==> src/rtl/pwm_phase_gen.sv <==
// pwm_phase_gen
// Raw complementary gate-request generator for one inverter half-bridge.
// A free-running counter is compared against a shadowed duty value, and a
// shadowed drive mode selects drive / brake / coast. Duty and mode are only
// taken at period boundaries, so a period is never torn by a mid-period
// update. Dead time is not inserted here; the downstream stage handles it.
// high_ctrl and low_ctrl are never requested together.
module pwm_phase_gen #(
  parameter int WIDTH = 11
) (
  input  logic             clk,
  input  logic             rst,
  input  logic             en,
  input  logic [WIDTH-1:0] duty,
  input  logic [1:0]       mode,
  output logic             high_ctrl,
  output logic             low_ctrl,
  output logic             pwm_sync
);

  localparam logic [WIDTH-1:0] CNT_MAX    = '1;
  localparam logic [WIDTH-1:0] CNT_ZERO   = '0;
  localparam logic [1:0]       MODE_COAST = 2'b00;
  localparam logic [1:0]       MODE_DRIVE = 2'b01;
  localparam logic [1:0]       MODE_BRAKE = 2'b10;

  typedef enum logic {
    ST_IDLE = 1'b0,
    ST_RUN  = 1'b1
  } state_t;

  state_t           state_q, state_d;
  logic [WIDTH-1:0] cnt_q, cnt_d;
  logic [WIDTH-1:0] duty_sh_q, duty_sh_d;
  logic [1:0]       mode_sh_q, mode_sh_d;
  logic             high_q, high_d;
  logic             low_q, low_d;
  logic             sync_q, sync_d;
  logic             pwm_on;

  // Unsigned full-width compare on the pre-increment count. duty = max
  // leaves one off clock per period, which keeps the bootstrap refreshed.
  assign pwm_on = (cnt_q < duty_sh_q);

  // State, counter, shadows and output flops; reset drops the FET requests
  // immediately, without waiting for a clock.
  always_ff @(posedge clk or posedge rst) begin
    if (rst) begin
      state_q   <= ST_IDLE;
      cnt_q     <= CNT_ZERO;
      duty_sh_q <= CNT_ZERO;
      mode_sh_q <= MODE_COAST;
      high_q    <= 1'b0;
      low_q     <= 1'b0;
      sync_q    <= 1'b0;
    end else begin
      state_q   <= state_d;
      cnt_q     <= cnt_d;
      duty_sh_q <= duty_sh_d;
      mode_sh_q <= mode_sh_d;
      high_q    <= high_d;
      low_q     <= low_d;
      sync_q    <= sync_d;
    end
  end

  // Next-state and next-output logic. Outputs default to coast so that any
  // path not explicitly driving (stop, start edge, coast modes) is safe.
  always_comb begin
    state_d   = state_q;
    cnt_d     = cnt_q;
    duty_sh_d = duty_sh_q;
    mode_sh_d = mode_sh_q;
    high_d    = 1'b0;
    low_d     = 1'b0;
    sync_d    = 1'b0;

    if (!en) begin
      // Stop wins over everything, including brake: coast and rewind.
      // Shadows are kept but will be reloaded on the next start.
      state_d = ST_IDLE;
      cnt_d   = CNT_ZERO;
    end else begin
      case (state_q)
        ST_IDLE: begin
          // Fresh start: there is no resume of an interrupted period.
          state_d   = ST_RUN;
          cnt_d     = CNT_ZERO;
          duty_sh_d = duty;
          mode_sh_d = mode;
        end
        ST_RUN: begin
          cnt_d = cnt_q + WIDTH'(1);
          if (cnt_q == CNT_MAX) begin
            // Last clock of the period: new settings apply from the next one.
            duty_sh_d = duty;
            mode_sh_d = mode;
          end
          sync_d = (cnt_q == CNT_ZERO);
          case (mode_sh_q)
            MODE_DRIVE: begin
              high_d = pwm_on;
              low_d  = ~pwm_on;
            end
            MODE_BRAKE: begin
              high_d = 1'b0;
              low_d  = 1'b1;
            end
            default: begin
              high_d = 1'b0;
              low_d  = 1'b0;
            end
          endcase
        end
        default: begin
          state_d = ST_IDLE;
          cnt_d   = CNT_ZERO;
        end
      endcase
    end
  end

  assign high_ctrl = high_q;
  assign low_ctrl  = low_q;
  assign pwm_sync  = sync_q;

endmodule

==> config.mk <==
export PLATFORM = sky130hd
export DESIGN_NAME = pwm_phase_gen
export DESIGN_NICKNAME = d
export VERILOG_FILES = /design/src/rtl/pwm_phase_gen.sv
export SDC_FILE = /design/constraint.sdc
export NUM_CORES = 1
export LEC_CHECK = 0
export ABC_AREA = 0
export CORE_ASPECT_RATIO = 1.1
export CORE_MARGIN = 4
export CORE_UTILIZATION = 49
export DETAILED_ROUTE_END_ITERATION = 16
export HOLD_SLACK_MARGIN = 0.02
export MAX_ROUTING_LAYER = met4
export PLACE_DENSITY_LB_ADDON = 0.08
export SLEW_MARGIN = 20
export SYNTH_ARGS = -nofsm -noshare
export SYNTH_HDL_FRONTEND = slang
export SYNTH_SLANG_ARGS = --single-unit
==> constraint.sdc <==
create_clock -name clk -period 1.7 [get_ports clk]
set_input_delay 0.51 -clock clk [delete_from_list [all_inputs] [get_ports clk]]
set_output_delay 0.51 -clock clk [all_outputs]
set_load 0.1 [all_outputs]
After elaboration in Yosys (flattened, before gate mapping)

Index checks and enable logic that the tools add are counted.

Flip-flop bits (word level): 28
Output and inout bits: 3
Word-level logic and storage cells: 32
Input port bits: 16

Reduce and logical (&&, ||, !) cells: 2
Equal/unequal tests: 4
Bitwise logic cells: 2
Add/sub/neg operators: 1
Magnitude comparators: 1
Muxes and demuxes: 15

Operator list:

| kind                                                             | count |
|---|---|
| 11-bit one-hot mux with 2 select lines                           | 2 |
| 11-bit two-way mux                                               | 2 |
| 11-bit by 1-bit adder with 11-bit output (second input constant) | 1 |
| 11-bit == test (second input constant)                           | 1 |
| 11-bit logical NOT                                               | 1 |
| 11-bit less-than comparator                                      | 1 |
| 1-bit two-way mux                                                | 8 |
| 2-bit one-hot mux with 2 select lines                            | 1 |
| 2-bit by 1-bit == test with 1-bit output (second input constant) | 1 |
| 2-bit == test (second input constant)                            | 1 |
| 2-bit two-way mux                                                | 1 |
| 2-bit by 1-bit != test with 1-bit output (second input constant) | 1 |
| 1-bit inverter                                                   | 2 |
| 1-bit one-hot mux with 2 select lines                            | 1 |
| 2-bit AND reduction                                              | 1 |

Longest topological paths before layout

Gate-level depths: netlist of the first run.

Depth in word-level cells: 5
Depth in mapped cells: 6
Depth with buffers taken out: 6

Least setup slack after synthesis of the first run

OpenSTA, ideal clock, no wires.

Path kind: reg-to-reg
Start: register cnt_q[0]
End: register duty_sh_q[0]
Library setup time: 0.125 ns
Cell stages (with the launch flop): 7
Path slack: -0.063 ns
Data required time: 1.575 ns
Period minus slack after synthesis: 1.763 ns
Arrival: 1.638 ns
Path through: dfrtp_1 -> ha_1 -> and4_4 -> nand3_2 -> a2bb2oi_2 -> buf_6 -> mux2_4

Cells in the longest elaborated chain, start to end: 3

RTL lines:

| item                                                      | line | text |
|---|---|---|
| start, declared                                           | 33   | `logic [WIDTH-1:0] cnt_q, cnt_d;` |
| start signal, assigned                                    | 58   | `cnt_q <= cnt_d;` |
| 11-bit == test                                            | 94   | `if (cnt_q == CNT_MAX) begin` |
| 2-bit by 1-bit != test with 1-bit output (no source line) | n/a  |  |
| 2-bit AND reduction (no source line)                      | n/a  |  |
| end signal, assigned                                      | 59   | `duty_sh_q <= duty_sh_d;` |
| end, declared                                             | 34   | `logic [WIDTH-1:0] duty_sh_q, duty_sh_d;` |

Every way passes these cells.
A chain may end at the register's enable or synchronous reset.

Worst setup path in the final report of the first run

Start: register cnt_q[6]
End: register duty_sh_q[5]

Same word-level chain as after synthesis.

==> flow_results.org, run 1 <==
** Power and ir drop
- In this run the power spent charging and discharging nets is 368 µW.
- Total power for the finished layout comes to 1.40 mW.
- Proportion of total power due to net switching :: 26.3%
- VDD sags by at most 0.490 mV.
- Dividing total power by cell area gives a power density of 693 nW/µm².
- Internal power comes to 1.03 mW.
- For this design the static power due to leakage is 1.02 nW.
- The clock network is responsible for 23.1% of the overall power.
- Sequential Power Share :: 53.9%
- Comb pwr share :: 23.0%

** Setup path
- The worst setup path is of the reg -> reg kind.
- Across all register-to-register paths, the minimum setup slack is 10 ps.
- Sort of element at the start of the critical path :: flip-flop
- In this run the worst path has a maximum fanout of 6.
- At the worst endpoint, the required time is 1920 ps.
- The startpoint identified for the worst register-to-register timing path is cnt_q[6].
- The most critical setup path has its startpoint at cnt_q[6].
- The worst setup path is captured at a flip-flop.
- Data arrives at the worst endpoint at 1900 ps.
- The number of cells on the worst reg-to-reg path is 6.

** Timing
- Accumulated negative setup slack :: 0 ps
- Setup repair after global routing could not meet its margin everywhere.
- The hold violation count in the final report was 0.
- Worst path setup slack after routing :: 14.7 ps
- Setup violations remaining at the end of the flow were counted as 0.
- For the pin with the worst max-slew slack, the measured transition is 328 ps.
- For the finished layout, the period the worst path requires is 1690 ps.
- Remaining max-slew budget at the tightest pin :: 77.8%
- Between clock sinks in the finished design, the worst skew comes to 17.8 ps.
- The max-slew violation total from the final report came to 0.
- Period Utilization, post-route :: 99.1%
- Maximum achievable frequency :: 0.593 GHz

** Detailed routing
- Detailed routing inserted a total of 1,108 vias.
- First drt pass iteration count :: 4
- Mean number of vias per cell :: 5.40
- Detailed router's first-iteration violation count :: 26
- Dividing the detail-routed wire length by the instance count gives 15.0 µm.
- For this run, design rule violations remaining after detail routing come to 0.
- Number of antenna-violating nets in the routed design :: 0
- For this block, the routed nets add up to 3080 µm of wire.

** Placement
- OpenSTA, run right after detailed placement, puts the worst setup slack at -181 ps.
- Port Buffer Count :: 18
- At the end of routability-driven placement, the weighted congestion stood at 0.788.
- Half-perimeter wire length after placement :: 2260 µm

** Logic synthesis
- Warnings from Yosys :: 0
- Post-Synthesis Cells :: 134
- Synthesized Nets :: 164
- Post-synthesis cell type count :: 31
- The synthesized design contains 28 register bits.
- Share of the yosys chip area belonging to registers :: 46.3%
- The average instance in the mapped netlist occupies 11.3 µm².
- Area of the mapped netlist :: 1510 µm²

** Clock network
- CTS root buf :: clkbuf_4
- In this run, CTS created clock tree buffers numbering 3.
- Clock input transition at the sequential cells of the worst setup and hold paths :: 160 ps
- The longest clock path from root to sink contains 2 buffers.
- Deepest level of the CTS H-tree :: 1
- The clock drives 28 sinks.
- The clock reaches the later pin of the worst-skew pair after 330 ps.
- CTS tree :: built

** Final layout
- The layout has 218 filler cells.
- Sequential cell area :: 701 µm²
- In the final design database the tool counted 203 nets.
- Area Overhead vs Synth :: 33.4%
- Commonest non-fill, non-tap cell in the layout :: dfrtp_1
- Number of antenna repair diodes :: 0
- In the final layout, the share of cells above drive strength 1 is 27.3%.
- In the final layout, the multi-input gates occupy 802 µm².
- Most frequent cells in the layout :: dfrtp_1, inv_1, clkdlybuf4s50_1, buf_4, mux2_4

** Floorplan
- Die height :: 66.3 µm
- Pin placement for this block handled 19 I/O pins.
- Core Rows :: 20
- For this configuration, the core starts out at a cell density of 53.1%.
- Horizontal die dimension :: 61 µm
- The region available for standard cell placement spans 2850 µm².
- Die Area :: 4040 µm²

** Global routing
- The number of global-route vias before repair is 1,123.
- The number of antenna violations at the first check in global routing came to 0.
- Entering global routing, the biggest net connects 29 pins.
- Global-route wire length before repair :: 4880 µm
- Overflow left after global routing :: 0
- GRT Total Usage :: 16.4%

** Run
- Max-cap violations in this run came to 0.

** Worst hold path
- The min-delay analysis places its worst path in the category in -> async.

** Outcome
- Result of the run :: finished, final reports clean
[power by group through the flow]
| stage | Sequential (mW) | Clock, mW | Combinational [mW] |
|---|---|---|---|
| CTS | 0.754 | 0.328 | 0.290 |
| floorplan | 0.781 | 0 | 0.160 |
| finish | 0.754 | 0.324 | 0.322 |
| global route | 0.761 | 0.372 | 0.354 |
| global placement | 0.763 | 0 | 0.273 |
| detailed placement | 0.767 | 0 | 0.287 |
[metrics by stage]
step           instance area [µm²]  cells  utilization, %  hold slack, ps
2_1_floorplan                 1530    134               -             473
3_3_place_gp                  1870    196            65.7             488
3_5_place_dp                  1870    196            65.7             497
4_1_cts                       1920    200            67.2             530
5_1_grt                       2020    205            70.8             530
6_report                      2020    205            70.8             516
[kinds of logic (layout without fill, tap and decap cells)]
family | after synthesis | after routing | synth area share, %
muxes | 13 | 13 | 12.1
buffers and inverters | 18 | 56 | 4.96
AOI/OAI and AO/OA | 14 | 14 | 6.78
adders and majority gates | 14 | 14 | 11.6
and+or+nand+nor | 39 | 39 | 13.6
DFF | 28 | 28 | 46.3
xor gates and xnor gates | 8 | 8 | 4.63
[what timing repair did]
item,CTS,global route
cloned,0,1
setup buffers,0,4
hold buffers,0,0
pin swaps,0,8
setup endpoints to repair,1,12
resized for setup,2,9
[flip-flops by register name (all words and copies together), names as in the netlist]
register / cells
mode_sh_q: 2
high_ctrl: 1
cnt_q: 11
duty_sh_q: 11
pwm_sync: 1
low_ctrl: 1
state_q: 1
[per-layer routing]
layer / track usage [%] / share of wire (%)
met5: - / 0
met1: 20.6 / 43
met2: 27.4 / 53
met4: 3.52 / 0.46
met3: 2.93 / 2.8
[cell type report]
| cell class | count | area share, % |
|---|---|---|
| flip-flops and latches | 28 | 34.7 |
| repair buffers | 36 | 18.8 |
| clock buffers | 4 | 1.80 |
| multi-input cells | 88 | 39.7 |
| well taps | 33 | 2.04 |
| inverters | 16 | 2.97 |
[critical path, stage by stage, from the launching register on]
cell and delay (ps):
dfrtp_1 430, buf_4 160, and4_4 200, nand3_4 90, a2bb2oi_4 210, clkbuf_16 190
mux2_4 290
[cell usage after synthesis]
cell type / count / area share (%)
dfrtp_1: 28 / 46
inv_1: 16 / 4.0
ha_1: 14 / 12
nor2_1: 11 / 2.7
mux2_4: 10 / 9.9
nand2_1: 7 / 1.7
nand3_1: 5 / 1.7
xor2_1: 5 / 2.9
a21o_1: 4 / 2.0
and3_1: 3 / 1.2
mux2_2: 3 / 2.2
o21ai_0: 3 / 0.99
xnor2_1: 3 / 1.7
a21oi_1: 2 / 0.66
nor3_1: 2 / 0.66
nor3b_1: 2 / 0.99
nor4_1: 2 / 0.83
a221o_1: 1 / 0.66
a2bb2oi_2: 1 / 0.99
a31oi_1: 1 / 0.41
a41oi_1: 1 / 0.58
and4_1: 1 / 0.58
and4_4: 1 / 0.74
buf_6: 1 / 0.74
clkbuf_1: 1 / 0.25
nand3_2: 1 / 0.66
nand4_1: 1 / 0.41
nor2b_1: 1 / 0.41
nor4b_1: 1 / 0.58
o21a_1: 1 / 0.50
or3_1: 1 / 0.41
[final timing paths]
path / endpoint
worst max-delay path: duty_sh_q[5]
worst min-delay path: duty_sh_q[10]
worst max register to register: duty_sh_q[5]
worst min register to register: duty_sh_q[1]
max in group asynchronous: cnt_q[3]
min in group clk: duty_sh_q[1]
Note: power is estimated with default switching activity, not from simulation.
==> inputs of run 2 (changes only) <==
- CORE_UTILIZATION: 49 -> 54
- clock period: 1.7 -> 1.8 ns (I/O delays scaled with it)
==> run 2 against run 1 <==
- core utilization up 3.0 points
- highest routed layer unchanged
- critical path depth unchanged
- clock skew down 13 ps
- first-iteration DRC count down 7.7%
- total power down 11%
- sequential share of layout area up 2.0 points
- final area down 5.3%
- register-to-register slack better by 50 ps
- largest power group unchanged
- flip-flop and latch count unchanged
- die area down 8.1%
==> flow_results.org, run 2 (synthesized netlist as in run 1, its figures left out) <==
** Placement
- Port Buffer Count :: 18
- The placed instances occupy a cell area of 1840 µm².
- OpenSTA, run right after detailed placement, puts the worst setup slack at -126 ps.
- Half-perimeter wire length after placement :: 2200 µm
- Global placement routability congestion :: 0.790

** Timing
- For the pin with the worst max-slew slack, the measured transition is 353 ps.
- Fin. max-slew vios :: 0
- Dividing the final minimum period by the clock period gives 96.3%.
- Unrepaired setup endpoints after global routing :: no
- Post-route minimum period :: 1730 ps
- Accumulated negative setup slack :: 0 ps
- Measured against its own limit, the worst slew margin works out to 76.5%.
- Static timing analysis puts the maximum clock frequency at 0.577 GHz.
- Final setup violation count :: 0
- Worst path setup slack after routing :: 66.3 ps
- Hold Violations, Final :: 0
- The clock arrives with 5.30 ps of skew.

** Detailed routing
- First drt pass iteration count :: 4
- After detailed routing, the number of vias per cell comes to 5.40.
- Wire length per cell :: 14.5 µm
- Number of vias after detailed routing :: 1,058
- Number of antenna-violating nets in the routed design :: 0
- After detailed routing, the total wire length is 2830 µm.
- The first routing iteration left 24 violations.
- After detailed routing, the number of remaining DRC violations is 0.

** Global routing
- Global-route wire length before repair :: 4610 µm
- The number of global-route vias before repair came to 1,129.
- Overflow left after global routing :: 0
- GRT Total Usage :: 16.3%
- Entering global routing, the biggest net connects 29 pins.
- The number of antenna violations at the first check in global routing came to 0.

** Setup path
- On the critical path the largest part of the delay comes from flip-flops.
- STA puts the critical path data required time at 2020 ps.
- Counting both buffers and inverters, the worst setup path holds a total of 1.
- Critical path fanouts, max :: 7
- Worst Path Class, Setup :: reg -> reg
- Cell-by-cell listing of the critical path :: ha_2, and4_4, nand3_2, a2bb2oi_4, buf_12, mux2_2
- The worst setup path is launched from a flip-flop.
- Biggest cell delay along the critical path :: 410 ps
- Library cell contributing the largest single delay on the critical path :: dfrtp_1
- The worst setup path is captured at a flip-flop.
- For the worst setup path, the data arrival time is 1950 ps.

** Clock network
- # clock sinks :: 28
- Clock-pin slew was measured on the worst setup and hold paths at 140 ps.
- CTS tree :: built
- Once the clock tree was built, the setup fixing pass inserted 0 buffers.
- At the later pin of the worst-skew pair, clock insertion delay measures 320 ps.
- Maximum clock path buffer count :: 2
- The tree is rooted in a clkbuf_4.
- Deepest level of the CTS H-tree :: 1
- Hold buffer count at cts :: 0
- TritonCTS buffer count :: 3

** Floorplan
- Core Rows :: 19
- Horizontal die dimension :: 58.5 µm
- The die is 63.5 µm tall.
- The total area inside the core boundary comes to 2590 µm².
- The initial utilization of the core area, before any placement, comes to 58.4%.
- I/O pin cnt :: 19
- Die Area :: 3720 µm²

** Final layout
- For this run, the post-layout net count is 197.
- The number of antenna diodes in the final layout is 0.
- After routing the design area is 1910 µm².
- The largest registers in the layout are cnt_q (11), duty_sh_q (11), mode_sh_q (2).
- Commonest non-fill, non-tap cell in the layout :: dfrtp_1
- Area Overhead vs Synth :: 26.3%
- The top cell types in the final layout, fill and taps aside, are dfrtp_1, inv_1, clkdlybuf4s50_1.
- Layout cells sized above 1 :: 21.8%

** Power and ir drop
- The worst-case IR drop observed on VDD is 0.447 mV.
- Sequential cells burn 57.5% of the power.
- For this design the static power due to leakage is 0.968 nW.
- Dividing total power by cell area gives a power density of 648 nW/µm².
- Proportion of total power due to net switching :: 26.7%
- Internal :: 908 µW
- The clock network accounts for 20.1% of the total power.
- The analysis attributes to net switching a power of 330 µW.
- Combinational cells account for 22.4% of the total power.

** Worst hold path
- Hold/Removal Path Class :: reg -> reg

** Run
- The tool flagged a number of max-cap violations equal to 0.

** Outcome
- Result of the run :: finished, final reports clean
-- run 2: area by class of cell --
| type | count | area (µm²) |
|---|---|---|
| Sequential cell | 28 | 701 |
| Clock buffer | 3 | 22.5 |
| Tap cell | 31 | 38.8 |
| Fill cell | 181 | 679 |
| Timing Repair Buffer | 30 | 330 |
| Multi-Input combinational cell | 88 | 759 |
| Inverter | 16 | 60.1 |
-- run 2: repair_timing --
action / in CTS / in global routing
endpoints found under the hold margin: 0 / 0
endpoints found under the setup margin: 0 / 7
resized for setup: 0 / 3
-- run 2: power by group through the flow --
stage	clock network [mW]	logic (mW)	registers, mW
final	0.250	0.277	0.712
after global routing	0.283	0.303	0.716
after CTS	0.257	0.268	0.711
after detailed placement	0	0.267	0.724
after global placement	0	0.253	0.721
after floorplan	0	0.150	0.737
-- run 2: metrics by stage --
step	power (mW)	cells	utilization [%]	hold WS [ps]
floorplan	0.888	134	-	473
global placement	0.974	192	71.1	490
detailed placement	0.991	192	71.1	498
CTS	1.24	195	72.0	530
global route	1.30	196	73.8	549
finish	1.24	196	73.8	527
-- run 2: worst paths after layout --
kind | cells after the start | end | startpoint | slack, ps
setup / recovery | 6 | duty_sh_q[3] | cnt_q[0] | 70
hold / removal | 1 | duty_sh_q[2] | duty_sh_q[2] | 530
setup reg to reg | 6 | duty_sh_q[3] | cnt_q[0] | 70
hold reg to reg | 1 | duty_sh_q[2] | duty_sh_q[2] | 530
max in group asynchronous | 3 | cnt_q[1] | rst | 960
min in group asynchronous | 3 | duty_sh_q[10] | rst | 580
-- run 2: layer usage --
metal	up-vias	wire length (µm)	track usage, %	share of wire [%]
met5	-	0	-	0
met4	0	24	5.51	0.85
met3	4	103	3.88	3.6
met2	18	1500	28.9	53
met1	512	1200	17.3	42
li1	524	-	-	-
==> inputs of run 3 (changes only) <==
- GPL_TIMING_DRIVEN: not set -> 1
==> results of run 3 <==
Same layout as run 2: the final DEF is identical, and so are final timing and power.
